File: src/rtl/tx_frame_sequencer.sv
`default_nettype none
// ============================================================================
// tx_frame_sequencer : pops bytes from a FWFT FIFO and sends start/data/stop
// Revision 1.0 - initial release
// ============================================================================
module tx_frame_sequencer #(
  parameter int DATA_W = 8,
  parameter int DIV_W  = 8
) (
  input  logic              CLK,
  input  logic              NRST,
  input  logic              EN,
  input  logic [DIV_W-1:0]  BAUDDIV,
  input  logic              FIFO_EMPTY,
  input  logic [DATA_W-1:0] FIFO_DATA,
  output logic              FIFO_POP,
  output logic              TX,
  output logic              BUSY,
  output logic              TXDONE,
  output logic              TXEMPTY
);

  localparam int IDX_W = (DATA_W > 1) ? $clog2(DATA_W) : 1;
  localparam logic [IDX_W-1:0] LAST_IDX = IDX_W'(DATA_W - 1);

  typedef enum logic [2:0] {
    S_IDLE  = 3'd0,
    S_FETCH = 3'd1,
    S_START = 3'd2,
    S_DATA  = 3'd3,
    S_STOP  = 3'd4
  } state_t;

  state_t            state, state_nxt;
  logic [DATA_W-1:0] shreg, shreg_nxt;
  logic [IDX_W-1:0]  idx, idx_nxt;
  logic [DIV_W-1:0]  div_q, div_nxt;
  logic [DIV_W-1:0]  cnt, cnt_nxt;
  logic              bit_end;
  logic              go;

  assign bit_end = (cnt == '0);
  assign go      = EN && !FIFO_EMPTY;

  always_ff @(posedge CLK) begin
    if (!NRST) begin
      state <= S_IDLE;
      shreg <= '0;
      idx   <= '0;
      div_q <= '0;
      cnt   <= '0;
    end else begin
      state <= state_nxt;
      shreg <= shreg_nxt;
      idx   <= idx_nxt;
      div_q <= div_nxt;
      cnt   <= cnt_nxt;
    end
  end

  // Counter reloads from the latched divisor, so a BAUDDIV change only lands at FETCH.
  always_comb begin
    state_nxt = state;
    shreg_nxt = shreg;
    idx_nxt   = idx;
    div_nxt   = div_q;
    cnt_nxt   = cnt;
    case (state)
      S_IDLE: begin
        if (go) state_nxt = S_FETCH;
      end
      S_FETCH: begin
        shreg_nxt = FIFO_DATA;
        div_nxt   = BAUDDIV;
        cnt_nxt   = BAUDDIV;
        idx_nxt   = '0;
        state_nxt = S_START;
      end
      S_START: begin
        if (bit_end) begin
          cnt_nxt   = div_q;
          state_nxt = S_DATA;
        end else begin
          cnt_nxt = cnt - 1'b1;
        end
      end
      S_DATA: begin
        if (bit_end) begin
          cnt_nxt   = div_q;
          shreg_nxt = shreg >> 1;
          if (idx == LAST_IDX) state_nxt = S_STOP;
          else                 idx_nxt   = idx + 1'b1;
        end else begin
          cnt_nxt = cnt - 1'b1;
        end
      end
      S_STOP: begin
        if (bit_end) begin
          cnt_nxt   = div_q;
          state_nxt = go ? S_FETCH : S_IDLE;
        end else begin
          cnt_nxt = cnt - 1'b1;
        end
      end
      default: state_nxt = S_IDLE;
    endcase
  end

  always_comb begin
    TX       = 1'b1;
    FIFO_POP = (state == S_FETCH);
    BUSY     = (state != S_IDLE);
    TXDONE   = (state == S_STOP) && bit_end;
    TXEMPTY  = (state == S_IDLE) && FIFO_EMPTY;
    case (state)
      S_START: TX = 1'b0;
      S_DATA:  TX = shreg[0];
      default: TX = 1'b1;
    endcase
  end

endmodule
`default_nettype wire

File: config.mk
export PLATFORM = sky130hd
export DESIGN_NAME = tx_frame_sequencer
export DESIGN_NICKNAME = d
export VERILOG_FILES = /design/src/rtl/tx_frame_sequencer.sv
export SDC_FILE = /design/constraint.sdc
export NUM_CORES = 1
export LEC_CHECK = 0
export ABC_AREA = 1
export BUFFER_PORTS_ARGS = -buffer_cell sky130_fd_sc_hd__buf_2
export CAP_MARGIN = 20
export CORE_MARGIN = 2
export CORE_UTILIZATION = 47
export CTS_CLUSTER_SIZE = 25
export DETAILED_ROUTE_END_ITERATION = 8
export PLACE_DENSITY = 0.7
export SETUP_SLACK_MARGIN = 0.5
export SLEW_MARGIN = 20
export SYNTH_ARGS = -nofsm -noshare
export SYNTH_HDL_FRONTEND = slang
export SYNTH_SLANG_ARGS = --single-unit
File: constraint.sdc
create_clock -name CLK -period 2.35 [get_ports CLK]
set_clock_uncertainty 0.05 [all_clocks]
set_input_delay 0.1175 -clock CLK [delete_from_list [all_inputs] [get_ports CLK]]
set_output_delay 0.1175 -clock CLK [all_outputs]
set_load 0.005 [all_outputs]
; After elaboration in Yosys (flattened, before gate mapping)
; Cells that the tools add are included.
[totals]
output_inout_bits = 5
register_bits = 30
wordCells = 46
in_bits = 20
[op_classes]
n_reduce_logical = 13
n_addsub = 2
eq_ne = 11
muxes = 15
[op_table]
columns = operator, n
row1 = $pmux 8 s2, 2
row2 = $mux 3, 7
row3 = $mux 8, 2
row4 = $pmux 3 s5, 1
row5 = $ne 2x2->1 const B, 6
row6 = $logic_not 8->1, 1
row7 = $sub 8x1->8 const B, 1
row8 = $eq 3x2->1 const B, 2
row9 = $eq 3x3->1 const B, 2
row10 = $pmux 3 s2, 1
row11 = $reduce_and 5->1, 1
row12 = $reduce_bool 2->1, 2
row13 = $add 3x1->3 const B, 1
row14 = $eq 3x1->1 const B, 1
row15 = $logic_and 1x1->1, 3
row16 = $logic_not 3->1, 1
row17 = $reduce_and 3->1, 1
row18 = $reduce_bool 3->1, 1
row19 = $reduce_or 3->1, 1
row20 = $pmux 1 s2, 1
row21 = $reduce_and 2->1, 1
row22 = $logic_not 1->1, 1
row23 = $mux 1, 1

; Depth between registers and ports, before layout
[logic_depth]
word_depth = 5
ltp_mapped = 10
ltp_nobuf = 10

; Least setup slack after synthesis
; Ideal clock, no wire load.
[synth_path]
kind = register to register
start = reg cnt[0]
end = reg state[0]
n_path_buf = 0
setup_ns = 0.113
path_stages_with_launch = 11
arrival_time_ns = 1.185
required_time_ns = 2.187
synth_period_minus_slack_ns = 1.348
setup_slack_ns = 1.002
cell_sequence = dfxtp_1 > inv_1 > ha_1 > nand2_1 > inv_1 > nand2_4 > nand2_2 > nand3_2 > nand2_1 > nand2_1 > nor2_1
[synth_between]
elab_chain_cells = 3
elab_cells_between_ends = 5
classes_between = 3 x eq/ne / 2 x reduce/logical
[synth_lines]
columns = item, line
row1 = start: declaration, 38  ; logic [DIV_W-1:0] cnt, cnt_nxt;
row2 = start signal: assignment, 57  ; cnt <= cnt_nxt;
row3 = $logic_not 8->1 *, 42  ; assign bit_end = (cnt == '0);
row4 = $ne 2x2->1 (no line), -
row5 = $reduce_and 5->1 (no line) *, -
row6 = end signal: assignment, 53  ; state <= state_nxt;
row7 = end: declaration, 34  ; state_t state, state_nxt;
; Mark *: on every way between the ends. The rest lies on a longest branch, timed or not.
; A chain may end at the register's enable or synchronous reset.

; Final worst setup path
[layout_path]
start = reg cnt[0]
end = out TXDONE
[layout_between]
elab_chain_cells = 2
[layout_lines]
columns = item, line
row1 = $logic_not 8->1, 42
row2 = $logic_and 1x1->1, 113  ; TXDONE = (state == S_STOP) && bit_end;
row3 = end: declaration, 19  ; output logic TXDONE,
; No other way between the ends.

==> results.md <==
* R2R Path Start: cnt[0]
* Total Neg Setup Slack at 0 ns
* Final nets at 296
* WP data arrival at 1.52 ns
* CTS root buf: clkbuf_4
* Final Cycle Share at 71.85%
* Hold_sp: BAUDDIV[7]
* Critical path type: reg2out
* Remaining DRCs at 0
* # rows at 21
* Req. time, crit path at 2.18 ns
* CP Launch Type: flop
* Post-layout util at a little under three fifths
* H-tree depth at 2
* Drt total wl at ~3500 um
* GPL Wtd Cong at 0.8158
* Synthesis-stage register bit count at 30
* Sequential area share after synthesis at a little over a third
* Vias in the first global route at 1334
* First-pass GRT wire length at 6037 um
* Pin count of the biggest net entering global routing at 22
* Max Buffers Root-to-Sink at 2
* Minimum clock period at 1.688 ns
* Min-delay worst type: in2reg
* Avg WL per Cell at about 11 um
* FF-to-FF setup slack at just under 0.8 ns
* Post-synthesis instance total at 244
* Slew margin rel. at between 70% and 80%
* Fin area at 0.001906 mm2
* Mapped Nets at roughly 270
* CP max stage cell: dfxtp_1
* Synth unique cells at 31
* Core area at about 0.0034 mm2
* IO Port Bufs at 24
* Dpl cell area at 0.001808 mm2
* Max FO, Critical Path at 10
* Yosys warns at 0
* Ports at 25
* Commonest non-fill, non-tap cell in the layout: nand2_1
* Top cell type's share of synthesized area at a little over a third
* Worst-path clk slew at 0.10 ns
* Sink Count at 30
* Seq pwr share at 32.9%
* Hold EP: div_q[7]
* DIE HEIGHT at ~64 um
* Ant diodes at 0
* Initial antenna violation count at 0
* Filler cells at roughly 340
* Mapped cell area at 0.001677 mm2
* Total CTS buffers at 5
* Gr usage total at 19.23%
* Synth area leader: dfxtp_1
* 1st-iter DRT viols at roughly 120
* Leak at ~0.90 nW
* Most frequent CP cell: inv_1
* Reg2Reg Depth at 10
* Worst Setup End Kind: output port
* Net Sw Frac at 48.52%
* Final hold vios at 0
* Post-Synthesis Mean Instance Area at 6.871 um2
* Area contributors post-synth: dfxtp_1 (36%), nand2_1 (12%), nor2_1 (9.0%), inv_1 (5.1%), a21oi_1 (5.1%)
* DR pass1 iterations at 4
* RSZ-0062 raised after global routing: no
* Power Dens Cells at around 1300 mW/mm2
* Combinational Power Share at 54.0%
* R2r endpoint: state[1]
* Clk_lat worst skew at 0.33 ns
* Status: finished, final reports clean
* CP max stage delay at 0.36 ns
* Initial core utilization at between 40 and 50%
* Min Hold Slack at 0.008118 ns
* Clk pwr share at between 10% and 20%
* Via/cell ratio at 5.056
* Fmax at 0.5923 GHz
* Final setup vio count at 0
* Die boundary width at 63.73 um
* Area delta synth->final at 13.66%
* Die area at 0.004061 mm2
* Slew Viols, Final at 0
* Cell Chain, Critical Path: inv_1 > ha_1 > nand2_1 > inv_1 > nand2_4 > nor2_1 > buf_2
* WHS Path Cells at 3
* Layout cell share with drive strength beyond 1 at 20.15%
* Tightest Pin Transition at 0.3848 ns
* P_sw at 0.001223 W
* Vias at ~1600
* Max cap viols at 0
* Peak VDD IR at just under 0.6 mV
* Most frequent cells in the layout: nand2_1 (52), nor2_1 (40), dfxtp_1 (30)
* CTS tree: built
* DRT antenna net count at 0
* Grt ovf at 0
* DP HPWL at 2521 um
* Internal power at 0.001298 W
power groups by stage:
stage	sequential, W	clock, W	combinational [W]
5_1_grt	0.000858	0.000364	0.00157
3_5_place_dp	0.000838	0	0.00134
3_3_place_gp	0.000835	0	0.00135
2_1_floorplan	0.000808	0	0.00111
4_1_cts	0.000829	0.000341	0.00136
6_report	0.000831	0.000329	0.00136
per-layer routing:
metal	track usage, %	wire length [um]	up-vias
met1	27.91	1791	708
met3	4.107	222	10
met2	26.84	1452	50
met4	8.967	76	0
met5	0	0	-
li1	-	-	845
critical path, delay by kind of cell, from the launching register on:
kind          cells  cell delay [ns]
flops             1             0.36
buf+inv           3             0.30
simple gates      3             0.32
fa+ha+maj         1             0.21
how the worst max path moves through the flow:
stage                    end  slack [ns]  cells past startpoint  startpoint
global placement    shreg[7]        0.73                      6    state[1]
floorplan           state[0]        1.00                     10      cnt[0]
CTS                   TXDONE        0.63                      7      cnt[0]
finish                TXDONE        0.66                      7      cnt[0]
detailed placement  shreg[6]        0.71                      6    state[1]
global route          TXDONE        0.53                      7      cnt[0]
flip-flops by register name, indices dropped and copies added, names as in the netlist:
register  flops
cnt           8
div_q         8
idx           3
shreg         8
state         3
stage by stage:
stage | total power (W) | worst slack [ns] | std cells
after global routing | 0.002790 | 0.5320 | 319
after global placement | 0.002182 | 0.7342 | 308
after CTS | 0.002533 | 0.6258 | 319
final | 0.002521 | 0.6616 | 319
after detailed placement | 0.002183 | 0.7058 | 308
after floorplan | 0.001913 | 1.002 | 244
final cells by class:
cell class | instances | area, um2 | area share (%)
Tap cell | 46 | 57.56 | 3.020
Clock inverter | 1 | 5.005 | 0.2626
Sequential cell | 30 | 600.6 | 31.52
Timing Repair Buffer | 27 | 150.1 | 7.879
Multi-Input combinational cell | 180 | 929.6 | 48.79
Inverter | 28 | 107.6 | 5.647
Clock buffer | 7 | 55.05 | 2.889
repair_timing:
action | CTS | global route
setup buffers | 0 | 0
resized for setup | 1 | 0
setup endpoints to repair | 1 | 0
hold buffers | 3 | 0
endpoints found under the hold margin | 3 | 0
synth_stat cells:
cell type,count
a21oi_1,17
ha_1,4
inv_1,23
o21ai_1,14
a21oi_2,2
nand4_1,1
o21ai_0,14
clkinv_1,1
o31ai_1,1
nor2_1,40
dfxtp_1,30
nand3_4,1
buf_2,1
buf_6,3
inv_4,1
nand2_2,5
inv_2,3
nand3_2,2
nor2_2,3
clkbuf_1,1
nand2_1,52
o21bai_1,1
buf_1,1
nor2_4,1
nor2_8,1
nand3b_1,1
nand2_4,1
nand3_1,12
o21a_1,3
a21oi_4,1
o21ai_2,3
cell families after synthesis:
kind of cell,after synthesis,synth area share [%]
AO/OA/AOI/OAI,56,19.25
adder cells (fa/ha/maj),4,2.985
buffers and inverters,34,9.178
flip-flops,30,35.82
AND/OR/NAND/NOR,120,32.76
No activity file was read; power rests on OpenSTA's default activity.
